`src/rtl/pipe_hazard_ctrl.sv`:
```
// pipe_hazard_ctrl
// Stall/flush controller for an in-order pipeline of NUM_STAGES stages.
// Stage 0 is fetch, and higher indices hold older instructions.
// It merges three kinds of request: level stall requests, one counted
// multi-cycle stall and redirect flushes. From these it drives the hold,
// bubble and invalidate enables of every pipeline register.
//
// Optional feature: define HAZARD_PERF_CNT_EN to add three 32-bit
// saturating performance counters, each with its own output port.
//
// Ports:
//   clk, reset_n      rising-edge clock, asynchronous active-low reset
//   stall_req         per-stage level stall request
//   timed_req/_stage/_cycles   counted stall request, owner stage, length
//   timed_ack         request accepted this cycle (only while idle)
//   timed_done        one-cycle pulse after the last counted stall cycle
//   flush_req/_src    redirect pulse and the stage that resolved it
//   stall_stage       hold pipeline register i
//   bubble_stage      load a NOP into stage i
//   flush_stage       invalidate stage i
//   busy              counted stall or flush hold in progress
//   stall_cycle_cnt, flush_cnt, timed_abort_cnt   (HAZARD_PERF_CNT_EN only)
module pipe_hazard_ctrl #(
    parameter int NUM_STAGES   = 5,
    parameter int CNT_W        = 4,
    parameter int FLUSH_CYCLES = 1,
    parameter int IDX_W        = 3
) (
    input  logic                  clk,
    input  logic                  reset_n,
    input  logic [NUM_STAGES-1:0] stall_req,
    input  logic                  timed_req,
    input  logic [IDX_W-1:0]      timed_stage,
    input  logic [CNT_W-1:0]      timed_cycles,
    output logic                  timed_ack,
    output logic                  timed_done,
    input  logic                  flush_req,
    input  logic [IDX_W-1:0]      flush_src,
    output logic [NUM_STAGES-1:0] stall_stage,
    output logic [NUM_STAGES-1:0] bubble_stage,
    output logic [NUM_STAGES-1:0] flush_stage,
`ifdef HAZARD_PERF_CNT_EN
    output logic [31:0]           stall_cycle_cnt,
    output logic [31:0]           flush_cnt,
    output logic [31:0]           timed_abort_cnt,
`endif
    output logic                  busy
);

    localparam int          HOLD_W = 3;
    localparam logic [31:0] NS     = NUM_STAGES;

    typedef enum logic {IDLE, TIMED} state_t;

    state_t                  state;
    logic [CNT_W-1:0]        cnt;
    logic [IDX_W-1:0]        t_stage;
    logic [NUM_STAGES-1:0]   hold_mask;
    logic [HOLD_W-1:0]       hold_cnt;

    logic [31:0]             src_ext;
    logic [31:0]             req_stage_ext;
    logic [31:0]             t_stage_ext;
    logic                    flush_valid;
    logic                    hold_active;
    logic                    timed_start;
    logic                    timed_abort;
    logic                    reach;
    logic [NUM_STAGES-1:0]   new_mask;
    logic [NUM_STAGES-1:0]   flush_comb;
    logic [NUM_STAGES-1:0]   src_mask;
    logic [NUM_STAGES-1:0]   stall_raw;
    logic [NUM_STAGES-1:0]   bubble_raw;

    assign src_ext       = 32'(flush_src);
    assign req_stage_ext = 32'(timed_stage);
    assign t_stage_ext   = 32'(t_stage);

    // A redirect from stage 0 or from a non-existent stage has nothing younger
    // to kill, so it is dropped completely.
    assign flush_valid = flush_req && (src_ext != 32'd0) && (src_ext < NS);
    assign hold_active = (hold_cnt != '0);

    // Every stage younger than the redirecting stage is invalidated now.
    // A hold that is still running adds its registered mask.
    always_comb begin
        new_mask = '0;
        for (int i = 0; i < NUM_STAGES; i++) begin
            new_mask[i] = flush_valid && (32'(i) < src_ext);
        end
    end

    assign flush_comb = new_mask | (hold_active ? hold_mask : '0);

    // A counted stall whose owner is being flushed has no instruction left to
    // wait for. A request for a stage that the same redirect kills is also
    // discarded.
    assign timed_abort = (state == TIMED) && flush_valid && (t_stage_ext < src_ext);
    assign timed_start = (state == IDLE) && timed_req && (timed_cycles != '0) &&
                         (req_stage_ext < NS) &&
                         !(flush_valid && (req_stage_ext < src_ext));

    // The counted stall owner is one more level stall source.
    always_comb begin
        src_mask = stall_req;
        for (int i = 0; i < NUM_STAGES; i++) begin
            if ((state == TIMED) && (t_stage_ext == 32'(i))) begin
                src_mask[i] = 1'b1;
            end
        end
    end

    // Stall every stage at or below the oldest stalling stage. To do this, an
    // OR is carried from the oldest stage down towards fetch.
    always_comb begin
        reach     = 1'b0;
        stall_raw = '0;
        for (int i = NUM_STAGES - 1; i >= 0; i--) begin
            reach        = reach | src_mask[i];
            stall_raw[i] = reach;
        end
    end

    // The stage just above the stalled block keeps moving, so it receives a
    // bubble. That stage sits at the single 1-to-0 edge of stall_raw.
    always_comb begin
        bubble_raw = '0;
        for (int i = 1; i < NUM_STAGES; i++) begin
            bubble_raw[i] = stall_raw[i-1] & ~stall_raw[i];
        end
    end

    // A flushed stage must advance to accept the redirect, so the flush mask
    // overrides stall and bubble. All outputs are gated by reset_n. This makes
    // them drop to 0 as soon as reset is asserted, even though some of them
    // are computed from live inputs.
    assign flush_stage  = reset_n ? flush_comb : '0;
    assign stall_stage  = reset_n ? (stall_raw & ~flush_comb) : '0;
    assign bubble_stage = reset_n ? (bubble_raw & ~flush_comb) : '0;
    assign timed_ack    = reset_n && (state == IDLE) && timed_req;
    assign busy         = (state == TIMED) || hold_active;

    // Counted stall FSM and flush hold.
    // Loading cnt with N gives exactly N stall cycles. timed_done is raised on
    // the edge that leaves TIMED normally, so it appears in the first cycle
    // after the last stalled cycle.
    always_ff @(posedge clk or negedge reset_n) begin
        if (!reset_n) begin
            state      <= IDLE;
            cnt        <= '0;
            t_stage    <= '0;
            timed_done <= 1'b0;
            hold_mask  <= '0;
            hold_cnt   <= '0;
        end else begin
            timed_done <= 1'b0;
            case (state)
                IDLE: begin
                    if (timed_start) begin
                        state   <= TIMED;
                        cnt     <= timed_cycles;
                        t_stage <= timed_stage;
                    end
                end
                TIMED: begin
                    if (timed_abort) begin
                        state <= IDLE;
                        cnt   <= '0;
                    end else if (cnt == CNT_W'(1)) begin
                        state      <= IDLE;
                        cnt        <= '0;
                        timed_done <= 1'b1;
                    end else begin
                        cnt <= cnt - CNT_W'(1);
                    end
                end
                default: state <= IDLE;
            endcase

            // A new redirect restarts the hold with the merged mask. When
            // FLUSH_CYCLES is 1 the counter is loaded with 0, so no hold happens.
            if (flush_valid) begin
                hold_mask <= flush_comb;
                hold_cnt  <= HOLD_W'(FLUSH_CYCLES - 1);
            end else if (hold_active) begin
                hold_cnt <= hold_cnt - HOLD_W'(1);
                if (hold_cnt == HOLD_W'(1)) begin
                    hold_mask <= '0;
                end
            end
        end
    end

`ifdef HAZARD_PERF_CNT_EN
    // Performance counters saturate at all-ones instead of wrapping.
    always_ff @(posedge clk or negedge reset_n) begin
        if (!reset_n) begin
            stall_cycle_cnt <= '0;
            flush_cnt       <= '0;
            timed_abort_cnt <= '0;
        end else begin
            if ((stall_stage != '0) && (stall_cycle_cnt != '1)) begin
                stall_cycle_cnt <= stall_cycle_cnt + 32'd1;
            end
            if (flush_valid && (flush_cnt != '1)) begin
                flush_cnt <= flush_cnt + 32'd1;
            end
            if (timed_abort && (timed_abort_cnt != '1)) begin
                timed_abort_cnt <= timed_abort_cnt + 32'd1;
            end
        end
    end
`endif

endmodule

```
`config.mk`:
```
export PLATFORM = sky130hd
export DESIGN_NAME = pipe_hazard_ctrl
export DESIGN_NICKNAME = d
export VERILOG_FILES = /design/src/rtl/pipe_hazard_ctrl.sv
export SDC_FILE = /design/constraint.sdc
export NUM_CORES = 1
export LEC_CHECK = 0
export CORE_AREA = 4 4 71 73
export DETAILED_ROUTE_END_ITERATION = 10
export DIE_AREA = 0 0 75 77
export DONT_BUFFER_PORTS = 1
export PLACE_DENSITY = 0.41
export REMOVE_ABC_BUFFERS = 1
export SYNTH_ARGS = -nofsm -noshare
export SYNTH_HDL_FRONTEND = slang
export SYNTH_SLANG_ARGS = --single-unit
```
`constraint.sdc`:
```
create_clock -name clk -period 4.3 [get_ports clk]
set_input_delay 0.645 -clock clk [delete_from_list [all_inputs] [get_ports clk]]
set_output_delay 0.645 -clock clk [all_outputs]
set_load 0.1 [all_outputs]
```
==> results.toml, run 1 <==
[worst_setup_path]
crit_slowest_cell = "a21oi_2"
timing.rr.start = "state"
path_buf_inv = 1
r2r_slack_ps = 2520
path_class = "reg -> out"
crit_start = "hold_cnt[0]"
worstPathArrival_ps = 2350
r2r-end = "t_stage[1]"
r2r_cells = 3
crit_path_end_kind = "primary output"
critPathLaunchType = "flip-flop"
crit_path_end = "flush_stage[1]"
crit_chain = "inv_1 -> ha_1 -> nand2b_1 -> nand2_1 -> a21oi_2"
cp.depth = 5
critPathMaxStageDelay_ps = 950
worst-path-max-fanout = 11
cpLargestDelayFamily = "compound AO/OA/AOI/OAI gates"
worst_ep_required_time_ps = 3650

[global_routing]
grtUsageMet1 = 0.157
grt_pass1_wl_um = 5460
gr-usage-all-layers = 0.121
grt_busiest_layer = "met2"
antenna_found_initial = 0
grt-ovfl-total = 0
first_global_vias = 1098
grtUsageMet3 = 0.0340
grt_max_degree = 23
use_met2 = 0.197

[synth]
ys_warn_count = 0
ys_seq_elements = 17
synthTopCellsByArea = "dfrtp_1, ha_1, a21oi_1"
synthDistinctLibCells = 46
syn_avg_cell_area_um2 = 8.75
yosysTopAreaCell = "dfrtp_1"
yosysTopAreaCellShare = 0.329
syn_area_mm2 = 0.00129
syn-instance-count = 148
ys_seq_area_frac = 0.329

[placed_design]
place_congestion = 0.796
placement.setup.worst_slack_ps = 1560
port_buffers = 0
place_area_mm2 = 0.00154
dpl.hpwl_um = 2730

[routing]
dr.first_iter.drc_count = 100
dr.pass1.iters = 4
vias_per_cell = 5.41
vias = 1125
drtAntennaViolNets = 0
avgRoutedWirePerCell_um = 16.3
wl_um = 3390
drc = 0

[die]
die_h_um = 77
core.rowCount = 24
die-area_mm2 = 0.00578
start_util = 0.297
core_mm2 = 0.00435
ios = 37
chipWidth_um = 75

[clock_tree]
clk_pin_slew_worst_paths_ps = 70
clock_path_buffers = 2
clock-sinks = 17
hold_buffers = 0
cts_tree = "done"
worstSkewPairLatency_ps = 250
cts_made_buffers = 3
htreeDepth = 1
cts_resized = 0
clockRootBuffer = "clkbuf_8"
post-cts-setup-buffers = 0

[cells_and_area]
finalCoreUtilization = 0.365
final_common_cell = "dfrtp_1"
drive_gt1_frac = 0.244
layout.nets = 185
regArea_um2 = 425
fillers = 457
diodes = 0
stdcell_area_mm2 = 0.00159
multiInputGateArea_um2 = 842
area_growth_pct = 22.6
final_cell_mix = "dfrtp_1, nand2_1, inv_1"

[sta]
final_hold_viol_count = 0
hold_ws_ps = 76.7
max_freq_mhz = 334
clock_skew_ps = 1.16
fin_crit_ps = 2990
drv_slew = 0
worst_slack_ps = 1310
fin_crit_sh = 0.696
finalSetupViolations = 0
maxSlewHeadroom = 0.213
tightest_slew_ps = 1180
rsz0062_at_grt = "false"

[pwr]
p_leak_nw = 0.681
p_int_w = 0.000505
p_seq_frac = 0.303
power_switching_w = 0.000571
pwr-share-comb = 0.583
p_clk_frac = 0.114
power_w = 0.00108
power.density_mw_per_mm2 = 678
swShare = 0.531
peakVddDrop_uv = 277

[job]
maxCapViolCount = 0

[min_path]
worstHoldPathType = "in -> async"

[run_status]
status = "finished clean"
-- cells by family after synthesis --
kind of cell,synth area share
adder cells (fa/ha/maj),0.0870
AND/OR/NAND/NOR,0.217
flip-flops,0.329
AO/OA/AOI/OAI,0.247
XOR/XNOR,0.0203
other,0.00290
buffers and inverters,0.0628
multiplexers,0.0338
-- stage by stage --
step	instances	setup TNS (ps)
global placement	204	0
floorplan	141	-674
finish	208	0
global route	208	0
CTS	208	0
detailed placement	204	0
-- per-layer routing --
| layer | routed length (um) | up-vias |
|---|---|---|
| met5 | 0 | - |
| met4 | 33 | 0 |
| met3 | 208 | 4 |
| met2 | 1660 | 33 |
| met1 | 1480 | 535 |
| li1 | - | 553 |
-- synth_stat cells (all sizes together) --
library cell / n
a21oi: 10
o21ai: 8
o211ai: 6
a2111o: 1
nor2b: 6
nand2b: 4
o21bai: 2
a22oi: 2
o2111a: 1
nor4b: 1
buf: 5
o221ai: 2
or3b: 1
conb: 1
a31oi: 1
ha: 9
mux2i: 1
nand2: 11
dfrtp: 17
nor3: 2
nor3b: 5
and4bb: 1
mux2: 3
o311ai: 2
o21ba: 1
xnor2: 1
clkbuf: 2
or3: 1
a31o: 1
nand3: 4
a221o: 1
xor2: 2
a21o: 3
a2bb2oi: 1
a211oi: 1
o21a: 1
inv: 10
o22ai: 1
nor2: 10
or2: 2
nor4: 3
o211a: 1
-- registers in the layout, indices dropped and copies added, names as in the netlist --
signal	count
hold_cnt	3
cnt	4
hold_mask	5
t_stage	3
state	1
timed_done	1
-- layout make-up --
class,instances,share of cell area
inverters,10,0.0236
repair buffers,11,0.109
flip-flops and latches,17,0.268
multi-input cells,114,0.530
well taps,52,0.0410
clock buffers,4,0.0284
-- power by group through the flow --
stage          Sequential (W)  Combinational, W  Clock [W]
3_5_place_dp         0.000330          0.000629          0
5_1_grt              0.000340          0.000676   0.000135
6_report             0.000326          0.000628   0.000122
4_1_cts              0.000326          0.000632   0.000131
3_3_place_gp         0.000329          0.000621          0
2_1_floorplan        0.000305          0.000508          0
-- worst min path at each step --
stage	startpoint	cells past startpoint	end
floorplan	reset_n	0	cnt[0]
global placement	reset_n	0	cnt[0]
detailed placement	reset_n	0	timed_done
CTS	reset_n	0	timed_done
global route	reset_n	0	timed_done
finish	reset_n	0	timed_done
No activity file was read; power rests on OpenSTA's default activity.
==> inputs of run 2 (changes only) <==
--- a/config.mk
+++ b/config.mk
@@ -9,7 +9,7 @@
 export DETAILED_ROUTE_END_ITERATION = 10
 export DIE_AREA = 0 0 75 77
 export DONT_BUFFER_PORTS = 1
-export PLACE_DENSITY = 0.41
+export PLACE_DENSITY = 0.42
 export REMOVE_ABC_BUFFERS = 1
 export SYNTH_ARGS = -nofsm -noshare
 export SYNTH_HDL_FRONTEND = slang
==> constraint.sdc (replaced) <==
create_clock -name clk -period 2.5 [get_ports clk]
set_input_delay 0.375 -clock clk [delete_from_list [all_inputs] [get_ports clk]]
set_output_delay 0.375 -clock clk [all_outputs]
set_load 0.1 [all_outputs]
==> run 2 against run 1 <==
Effect of this change:
- clock power increased by 71%
- first-iteration DRC count decreased by 27%
- critical endpoint is now bubble_stage[1]
- highest routed layer unchanged
- critical path type unchanged
- largest power group unchanged
- cell count increased by 4.3%
==> results.toml, run 2 (synthesis results as in run 1) <==
[die]
core.rowCount = 24
start_util = 0.297
die-area_mm2 = 0.00578
die_h_um = 77
ios = 37
chipWidth_um = 75
core_mm2 = 0.00435

[sta]
finalSetupViolations = 0
max_freq_mhz = 420
fin_crit_ps = 2380
drv_slew = 0
maxSlewHeadroom = 0.419
final_hold_viol_count = 0
clock_skew_ps = 0.945
tightest_slew_ps = 871
rsz0062_at_grt = "false"
tns_ps = 0
fin_crit_sh = 0.951

[pwr]
p_seq_frac = 0.280
p_leak_nw = 0.740
p_int_w = 0.000955
p_clk_frac = 0.106
power_switching_w = 0.00102
pwr-share-comb = 0.613
power_w = 0.00197
swShare = 0.516
peakVddDrop_uv = 592
power.density_mw_per_mm2 = 1140

[min_path]
hold_end = "t_stage[2]"
worstHoldPathType = "in -> reg"
min_from = "timed_stage[2]"
holdPathStages = 1

[cells_and_area]
diodes = 0
reg.largest.list = "hold_mask (5), cnt (4)"
final_cell_mix = "dfrtp_1, nand2_1, buf_4"
area_growth_pct = 33.2
finalCoreUtilization = 0.396
final_common_cell = "dfrtp_1"
top_register = "hold_mask"
largest_reg_flops = 5
layout.nets = 194
drive_gt1_frac = 0.303
fillers = 439

[worst_setup_path]
critPathMaxStageDelay_ps = 470
crit_slowest_cell = "dfrtp_2"
path_class = "reg -> out"
r2r_cells = 4
cpLargestDelayFamily = "compound AO/OA/AOI/OAI gates"
crit_chain = "xor2_1 -> a21o_1 -> a2111o_1 -> nor3b_2 -> clkbuf_16"
worstPathArrival_ps = 2000
worst_ep_required_time_ps = 2120
path_buf_inv = 1
worst-path-max-fanout = 10
timing.rr.start = "state"
r2r_slack_ps = 700
critPathLaunchType = "flip-flop"
r2r-end = "t_stage[0]"
crit_path_end_kind = "primary output"

[routing]
dr.pass1.iters = 4
avgRoutedWirePerCell_um = 16.0
routed.top_layer = "met4"
drc = 0
drtAntennaViolNets = 0
dr.first_iter.drc_count = 73
m1WireLength_um = 1540
met3WireLength_um = 167
vias_per_cell = 5.32
wl_um = 3480
wl_met2_um = 1760
vias = 1155

[clock_tree]
worstSkewPairLatency_ps = 250
clk_pin_slew_worst_paths_ps = 70
clock-sinks = 17
htreeDepth = 1
post-cts-setup-buffers = 0
cts_made_buffers = 3
clockRootBuffer = "clkbuf_8"
clock_path_buffers = 2
cts_tree = "done"

[placed_design]
place_congestion = 0.812
port_buffers = 0
dpl.hpwl_um = 2840

[global_routing]
grt_max_degree = 18
first_global_vias = 1192
grt_pass1_wl_um = 5840
gr-usage-all-layers = 0.129
grt-ovfl-total = 0
antenna_found_initial = 0

[job]
maxCapViolCount = 0

[run_status]
status = "finished clean"
==> run 2: cell count changes in the layout (fill, tap and decap cells not counted), sizes merged <==
cell | before | now
buf | 7 | 15
dlygate4sd3 | 0 | 1
==> run 2: power groups by stage <==
stage          Combinational, W  Clock (W)  Sequential (W)
6_report                0.00121   0.000209        0.000553
4_1_cts                 0.00120   0.000220        0.000548
5_1_grt                 0.00133   0.000225        0.000576
3_3_place_gp            0.00116          0        0.000548
3_5_place_dp            0.00118          0        0.000553
2_1_floorplan          0.000874          0        0.000524
==> run 2: what timing repair did <==
item                                    4_1_cts  5_1_grt
hold buffers                                  1        0
pin swaps                                     0        2
gates resized for setup                       1        5
endpoints found under the setup margin        1        4
hold endpoints to repair                     17        0
==> run 2: cell type report <==
type	instances	area, um2	area share
Multi-Input combinational cell	114	870	0.504
Inverter	10	37.5	0.0218
Tap cell	52	65.1	0.0377
Timing Repair Buffer	20	280	0.162
Sequential cell	17	428	0.248
Clock buffer	4	45.0	0.0261
==> run 2: how the worst max path moves through the flow <==
stage,from,endpoint,slack (ps),depth (start not counted)
2_1_floorplan,hold_cnt[0],bubble_stage[2],-1940,5
3_3_place_gp,t_stage[1],bubble_stage[1],330,5
3_5_place_dp,hold_cnt[0],bubble_stage[2],280,6
4_1_cts,hold_cnt[0],bubble_stage[2],10,6
5_1_grt,hold_cnt[0],bubble_stage[4],20,8
6_report,t_stage[1],bubble_stage[1],120,5
==> run 2: routing by layer <==
| layer | track usage | up-vias |
|---|---|---|
| met5 | 0 | - |
| met4 | 0.0160 | 0 |
| met3 | 0.0314 | 4 |
| met2 | 0.216 | 23 |
| met1 | 0.170 | 560 |
| li1 | - | 568 |
==> run 2: through the flow <==
| step | worst slack (ps) | instance area (um2) | hold WS, ps | instances |
|---|---|---|---|---|
| finish | 122 | 1730 | 269 | 217 |
| global route | 16.5 | 1730 | 267 | 217 |
| CTS | 13.6 | 1700 | 261 | 217 |
| detailed placement | 279 | 1640 | 80.1 | 212 |
| global placement | 327 | 1640 | 80.0 | 212 |
| floorplan | -1940 | 1250 | 79.4 | 141 |
==> inputs of run 3 (changes only) <==
--- a/config.mk
+++ b/config.mk
@@ -5,11 +5,12 @@
 export SDC_FILE = /design/constraint.sdc
 export NUM_CORES = 1
 export LEC_CHECK = 0
+export CAP_MARGIN = 20
 export CORE_AREA = 4 4 71 73
+export CTS_CLUSTER_SIZE = 10
 export DETAILED_ROUTE_END_ITERATION = 10
 export DIE_AREA = 0 0 75 77
 export DONT_BUFFER_PORTS = 1
-export PLACE_DENSITY = 0.42
 export REMOVE_ABC_BUFFERS = 1
 export SYNTH_ARGS = -nofsm -noshare
 export SYNTH_HDL_FRONTEND = slang
==> run 3 against run 2 <==
Effect of this change:
- total power increased by 0.90%
- worst setup slack better by 1.1 ps
- largest power group unchanged
- highest routed layer unchanged
- largest cell class unchanged
- first-iteration DRC count fell by 53%
==> results.toml, run 3 (synthesis results as in run 1) <==
[run_status]
status = "finished clean"

[clock_tree]
cts_tree = "done"
worstSkewPairLatency_ps = 250
clk_pin_slew_worst_paths_ps = 70
clock-sinks = 17
cts_made_buffers = 3
clock_path_buffers = 2
clockRootBuffer = "clkbuf_8"
htreeDepth = 1

[global_routing]
gr-usage-all-layers = 0.126
grt-ovfl-total = 0
grt_pass1_wl_um = 5750
grt_max_degree = 21
antenna_found_initial = 0
first_global_vias = 1131

[routing]
drc = 0
vias_per_cell = 5.21
drtAntennaViolNets = 0
dr.first_iter.drc_count = 34
dr.pass1.iters = 4
vias = 1135
wl_um = 3420
avgRoutedWirePerCell_um = 15.7

[sta]
max_freq_mhz = 421
clock_skew_ps = 9.34
maxSlewHeadroom = 0.422
fin_crit_ps = 2380
final_hold_viol_count = 0
tightest_slew_ps = 868
fin_crit_sh = 0.951
drv_slew = 0
worst_slack_ps = 123
rsz0062_at_grt = "false"
finalSetupViolations = 0

[worst_setup_path]
crit_chain = "xor2_1 -> a21o_1 -> a2111o_1 -> nor3b_2 -> clkbuf_16"
worstPathArrival_ps = 2000
crit_path_end_kind = "primary output"
crit_slowest_cell = "dfrtp_2"
worst_ep_required_time_ps = 2120
path_class = "reg -> out"
critPathMaxStageDelay_ps = 470
worst-path-max-fanout = 8
critPathLaunchType = "flip-flop"

[cells_and_area]
area_growth_pct = 33.3
final_common_cell = "dfrtp_1"
finalCoreUtilization = 0.397
drive_gt1_frac = 0.313
top_register = "hold_mask"
final_cell_mix = "dfrtp_1, buf_4, nand2_1"
diodes = 0
reg.largest.list = "hold_mask (5), cnt (4)"
instances_no_fill = 218
stdcell_area_mm2 = 0.00173
largest_reg_flops = 5
layout.nets = 195

[placed_design]
port_buffers = 0
place_area_mm2 = 0.00163
placement.setup.worst_slack_ps = 222
dpl.hpwl_um = 2650
place_congestion = 0.825
dp_cells = 211

[die]
ios = 37
core_mm2 = 0.00435
start_util = 0.297
die-area_mm2 = 0.00578
chipWidth_um = 75
core.rowCount = 24
die_h_um = 77

[min_path]
worstHoldPathType = "in -> reg"

[pwr]
p_leak_nw = 0.750
power_w = 0.00199
peakVddDrop_uv = 622
power.density_mw_per_mm2 = 1150

[job]
maxCapViolCount = 0
run 3: cell count changes in the layout (fill, tap and decap cells not counted):
cell and change:
nand3_1 -1, clkinv_2 +1, clkbuf_1 -1, dfrtp_2 -1, nor4_4 -1, clkbuf_16 +1
buf_4 +1, dfrtp_1 +1, nor4_2 +1, buf_16 -1, nand3_2 +1
run 3: area by class of cell:
class,instances,area (um2)
clock buffer,3,41.3
clock inverter,1,5.00
fill,427,2630
inverter,10,37.5
multi-input combinational,114,866
sequential,17,427
tap,52,65.1
timing repair buffer,21,285
run 3: power breakdown:
group | switching (W) | internal [W] | leakage [nW]
Sequential | 0.000151 | 0.000394 | 0.211
Combinational | 0.000776 | 0.000463 | 0.514
Clock | 0.0000961 | 0.000111 | 0.0255
run 3: final timing paths:
kind                           startpoint               to  slack [ps]  cells after the start
max                            t_stage[1]  bubble_stage[1]         120                      5
min                        timed_stage[2]       t_stage[2]         260                      1
max reg2reg                         state       t_stage[1]         660                      4
min reg2reg                  hold_mask[4]     hold_mask[4]         500                      1
max in group asynchronous         reset_n       t_stage[1]        1310                      1
min in group asynchronous         reset_n     hold_mask[0]         650                      1
run 3: routing by layer:
metal,track usage,vias to the layer above,wire (um)
li1,-,575,-
met1,0.157,542,1410
met2,0.216,16,1840
met3,0.0353,2,155
met4,0.0214,0,17
met5,0,-,0
run 3: worst max-delay path, delay by kind of cell, from the launching register on:
kind                      cells  cell delay (ps)
DFF                           1              470
AOI/OAI and AO/OA             2              620
buffers and inverters         1              240
and+or+nand+nor               1              240
xor gates and xnor gates      1              180
run 3: what timing repair did:
item	in CTS	in global routing
endpoints found under the setup margin	1	3
pin swaps	0	2
hold endpoints to repair	17	0
resized for setup	1	5
hold buffers	1	0
buffers inserted	0	2
run 3: through the flow:
step	setup TNS, ps	hold slack (ps)
after CTS	0	260
final	0	264
after detailed placement	0	80.3
after global routing	0	251
after floorplan	-9050	79.4
after global placement	0	80.2
